$ cat config.mk
export PLATFORM = sky130hd
export DESIGN_NAME = dmem_port_arbiter
export DESIGN_NICKNAME = d
export VERILOG_FILES = /design/src/rtl/dmem_port_arbiter.sv
export SDC_FILE = /design/constraint.sdc
export NUM_CORES = 1
export LEC_CHECK = 0
export ABC_AREA = 0
export BUFFER_PORTS_ARGS = -buffer_cell sky130_fd_sc_hd__buf_2
export CAP_MARGIN = 5
export CORE_AREA = 2 2 121 123
export CTS_CLUSTER_DIAMETER = 120
export DETAILED_ROUTE_END_ITERATION = 12
export DIE_AREA = 0 0 123 125
export PLACE_DENSITY = 0.48
export SYNTH_ARGS = -nofsm -noshare
export SYNTH_HDL_FRONTEND = slang
export SYNTH_SLANG_ARGS = --single-unit
$ cat constraint.sdc
create_clock -name clk -period 4.5 [get_ports clk]
set_clock_uncertainty 0.2 [all_clocks]
set_input_delay 0.675 -clock clk [delete_from_list [all_inputs] [get_ports clk]]
set_output_delay 0.675 -clock clk [all_outputs]
set_load 0.1 [all_outputs]
$ cat src/rtl/dmem_port_arbiter.sv
// Two-requester arbiter for a single-port data memory with 1-cycle read latency.
// Core (C) has fixed priority; a bounded wait counter force-grants the aux master (A).
module dmem_port_arbiter #(
  parameter int unsigned MAX_WAIT = 4,
  parameter int unsigned WAIT_W   = 8
) (
  input  logic        clk,
  input  logic        start,

  input  logic        c_req,
  input  logic        c_we,
  input  logic [29:0] c_word_addr,
  input  logic [3:0]  c_wstrb,
  input  logic [31:0] c_wdata,
  output logic        c_gnt,
  output logic        c_rsp_valid,
  output logic [31:0] c_rdata,
  output logic        c_fault,

  input  logic        a_req,
  input  logic        a_we,
  input  logic [29:0] a_word_addr,
  input  logic [3:0]  a_wstrb,
  input  logic [31:0] a_wdata,
  output logic        a_gnt,
  output logic        a_rsp_valid,
  output logic [31:0] a_rdata,
  output logic        a_fault,

  output logic        mem_en,
  output logic        mem_we,
  output logic [29:0] mem_word_addr,
  output logic [3:0]  mem_wstrb,
  output logic [31:0] mem_wdata,
  input  logic [31:0] mem_rdata,
  input  logic        mem_fault
);

  localparam logic [WAIT_W-1:0] LP_MAX_WAIT = WAIT_W'(MAX_WAIT);

  logic [WAIT_W-1:0] r_wait_cnt;
  logic              r_rsp_pend;
  logic              r_owner_a;
  logic              r_rd;

  logic              w_force_a;
  logic              w_a_gnt;
  logic              w_c_gnt;
  logic              w_mem_en;

  // Handshake: a request (req + payload) is consumed only in a cycle where its
  // gnt is high; the requester holds it stable until then and may withdraw it
  // before gnt without effect. Responses have no backpressure and arrive
  // exactly one cycle after gnt. Grants are suppressed while start is low.
  assign w_force_a = a_req && (r_wait_cnt == LP_MAX_WAIT);
  assign w_a_gnt   = start && a_req && (!c_req || w_force_a);
  assign w_c_gnt   = start && c_req && !w_a_gnt;
  assign w_mem_en  = w_c_gnt || w_a_gnt;

  assign c_gnt  = w_c_gnt;
  assign a_gnt  = w_a_gnt;
  assign mem_en = w_mem_en;

  always_comb begin
    mem_we        = 1'b0;
    mem_word_addr = '0;
    mem_wstrb     = '0;
    mem_wdata     = '0;
    if (w_a_gnt) begin
      mem_we        = a_we;
      mem_word_addr = a_word_addr;
      mem_wstrb     = a_we ? a_wstrb : 4'b0000;
      mem_wdata     = a_wdata;
    end else if (w_c_gnt) begin
      mem_we        = c_we;
      mem_word_addr = c_word_addr;
      mem_wstrb     = c_we ? c_wstrb : 4'b0000;
      mem_wdata     = c_wdata;
    end
  end

  always_ff @(posedge clk or negedge start) begin
    if (!start) begin
      r_wait_cnt <= '0;
      r_rsp_pend <= 1'b0;
      r_owner_a  <= 1'b0;
      r_rd       <= 1'b0;
    end else begin
      r_rsp_pend <= w_mem_en;
      r_owner_a  <= w_a_gnt;
      r_rd       <= w_mem_en && !mem_we;
      if (w_a_gnt || !a_req) begin
        r_wait_cnt <= '0;
      end else if (r_wait_cnt != LP_MAX_WAIT) begin
        r_wait_cnt <= r_wait_cnt + WAIT_W'(1);
      end
    end
  end

  // Responses are steered by the owner captured at grant time; writes return an ack with zero data.
  assign c_rsp_valid = r_rsp_pend && !r_owner_a;
  assign a_rsp_valid = r_rsp_pend && r_owner_a;
  assign c_rdata     = (c_rsp_valid && r_rd) ? mem_rdata : 32'h0;
  assign a_rdata     = (a_rsp_valid && r_rd) ? mem_rdata : 32'h0;
  assign c_fault     = c_rsp_valid && mem_fault;
  assign a_fault     = a_rsp_valid && mem_fault;

endmodule

==> impl_metrics.json <==
{
  "run_status": "finished clean",
  "dieArea_mm2": 0.01538,
  "fill_cells": 1612,
  "critPathRequiredTime_ps": 3620,
  "crit_chain": "inv_1 -> ha_1 -> or4b_4 -> o41ai_2 -> and3_2 -> buf_12 -> a22o_1 -> buf_2",
  "final-seq-area_um2": 275.3,
  "reg2regPathDepth": 7,
  "cp_max_fo": 44,
  "max-slew-margin-rel": 0.4946,
  "ir_drop_mv": 0.1321,
  "cts_tree": "yes",
  "clkSlewWorstSetupHoldPaths_ps": 40,
  "synth_nets": 386,
  "dr.pass1.iters": 4,
  "routed_via_density": 4.347,
  "r2r_setup_slack_ps": 1900,
  "cts-hold-fix-buffers": 0,
  "ctsHtreeMaxLevel": 1,
  "power.total_uw": 857.3,
  "drt_iter0_markers": 99,
  "grt_pass1_vias": 2792,
  "setup_violations": 0,
  "die_y_um": 125,
  "overflow": 0,
  "vias": 2995,
  "multi_input_comb_area_mm2": 0.001328,
  "reg2reg_to": "r_rd$_DFF_PN0_",
  "ant_nets": 0,
  "io_buffers": 308,
  "worst_pin_slew_ps": 758.1,
  "drive_gt1_frac": 0.6535,
  "end_kind": "primary output",
  "synth_cell_type_count": 32,
  "hold_class": "input pin to asynchronous set/reset pin",
  "place_inst": 685,
  "post-cts-setup-buffers": 0,
  "rows": 44,
  "mostFrequentLayoutCells": "buf_2, a22o_1, and3_1",
  "period_minus_slack_ps": 3919,
  "clock-root-buffer": "clkbuf_16",
  "yosysSeqAreaShare": 0.1514,
  "synth_seq_cells": 11,
  "final_nets": 679,
  "track_usage": 0.1259,
  "critPathLaunchType": "register",
  "routed_wl_um": 10600,
  "instances_no_fill": 689,
  "drv_cap": 0,
  "cts_sinks": 11,
  "ys_warn_count": 0,
  "r2r_start": "r_wait_cnt[0]$_DFFE_PN0P_",
  "slowest_stage": "and3_2",
  "rsz0062_at_grt": "no",
  "synthCells": 213,
  "cts_made_buffers": 3,
  "hold_violations": 0,
  "die_w_um": 123,
  "synthToLayoutAreaGrowth_pct": 93.53,
  "fin_crit_sh": 0.8709,
  "clock_path_buffers": 2,
  "place_ws_ps": 804.7,
  "final_common_cell": "buf_2",
  "syn_area_per_cell_um2": 8.535,
  "p_leak_uw": 0.002316,
  "slew_violations": 0,
  "grt_antenna_before_repair": 0,
  "p_per_area_mw_per_mm2": 243.7,
  "tns_ps": 0,
  "start_util": 0.1280,
  "setup_ws_ps": 581.1,
  "grt_pass1_wl_um": 15150,
  "postCtsResizedCells": 0,
  "grt_max_degree": 45,
  "diodes": 0,
  "wl_per_cell_um": 15.38,
  "fmaxAchievable_mhz": 255.2,
  "clk_latency_ps": 230,
  "post-route-drc-count": 0,
  "cp.arrival_ps": 3040,
  "critPathKind": "register to primary output",
  "cp_slowest_stage_delay_ps": 510,
  "whs_ps": 189.6,
  "gp_congestion": 0.9404,
  "synth.cell_area_mm2": 0.001818,
  "io_pins": 309,
  "coreArea_mm2": 0.01420,
  "place_hpwl_um": 9294
}
-- per-layer routing --
layer  vias up  share of wire  track usage
met5         -              0            0
met4         0          0.010      0.02674
met3         8          0.094      0.01460
met2       214           0.50       0.2337
met1      1372           0.40       0.1533
li1       1401              -            -
-- layout make-up --
type	count	share of cell area
well taps	184	0.06543
inverters	4	0.004267
flip-flops and latches	11	0.07824
clock buffers	4	0.02240
multi-input cells	173	0.3773
repair buffers	313	0.4523
-- critical path: cells and delay by family (launching register included) --
kind            cells  cell delay, ps
simple gates        2            1000
compound gates      2             490
flops               1             410
fa+ha+maj           1             120
buf+inv             3             760
-- cell usage after synthesis --
| master | n | area (µm²) |
|---|---|---|
| a211oi_1 | 1 | 7.510 |
| a21o_1 | 1 | 7.510 |
| a21oi_2 | 1 | 8.760 |
| a22o_1 | 56 | 490.5 |
| a22o_2 | 6 | 60.06 |
| a32o_1 | 4 | 40.04 |
| and2_1 | 34 | 212.7 |
| and3_1 | 42 | 262.8 |
| and3b_1 | 1 | 8.760 |
| and4_2 | 1 | 10.01 |
| buf_12 | 6 | 120.1 |
| buf_2 | 2 | 10.01 |
| buf_6 | 2 | 22.52 |
| clkbuf_1 | 15 | 56.30 |
| dfrtp_1 | 11 | 275.3 |
| ha_1 | 2 | 25.02 |
| inv_1 | 4 | 15.01 |
| mux2_2 | 1 | 11.26 |
| nand2_1 | 5 | 18.77 |
| nand3_1 | 2 | 10.01 |
| nand3b_1 | 1 | 7.510 |
| nor2_1 | 1 | 3.750 |
| nor2b_1 | 1 | 6.260 |
| nor3_1 | 1 | 5.000 |
| nor4_4 | 1 | 21.27 |
| o2111a_1 | 1 | 11.26 |
| o21ai_0 | 2 | 10.01 |
| o41ai_2 | 1 | 16.27 |
| or2_2 | 1 | 6.260 |
| or4b_4 | 1 | 13.76 |
| xnor2_1 | 3 | 26.28 |
| xor2_1 | 2 | 17.52 |
-- flip-flops by register name, indices dropped and copies added (netlist names) --
register	flops
r_rd	1
r_rsp_pend	1
r_owner_a	1
r_wait_cnt	8
-- kinds of logic after synthesis --
group                      count (synthesis)  share of synthesized area
buffers and inverters                     29                     0.1232
adders and majority gates                  2                    0.01376
AOI/OAI and AO/OA                         73                     0.3586
and+or+nand+nor                           92                     0.3228
DFF                                       11                     0.1514
muxes                                      1                   0.006194
xor gates and xnor gates                   5                    0.02409
-- per-stage QoR --
stage / cell area [µm²] / util
floorplan: 1818 / -
global placement: 3440 / 0.2422
detailed placement: 3440 / 0.2422
CTS: 3518 / 0.2477
global route: 3518 / 0.2477
finish: 3518 / 0.2477
-- how the worst max path moves through the flow --
stage	start	end	depth (start not counted)
after CTS	r_wait_cnt[0]$_DFFE_PN0P_	mem_word_addr[29]	8
after global placement	r_wait_cnt[0]$_DFFE_PN0P_	mem_word_addr[29]	8
final	r_wait_cnt[0]$_DFFE_PN0P_	mem_word_addr[20]	8
after global routing	r_wait_cnt[0]$_DFFE_PN0P_	mem_word_addr[21]	8
after floorplan	r_wait_cnt[0]$_DFFE_PN0P_	mem_wdata[19]	7
after detailed placement	r_wait_cnt[0]$_DFFE_PN0P_	mem_word_addr[29]	8
-- where the power goes --
group	leakage, µW	switching (µW)	internal, µW
Sequential	0.000148	7.37	103
Combinational	0.00213	459	127
Clock	0.0000382	42.1	119
Total	0.00232	509	349
Note: power is estimated with default switching activity, not from simulation.
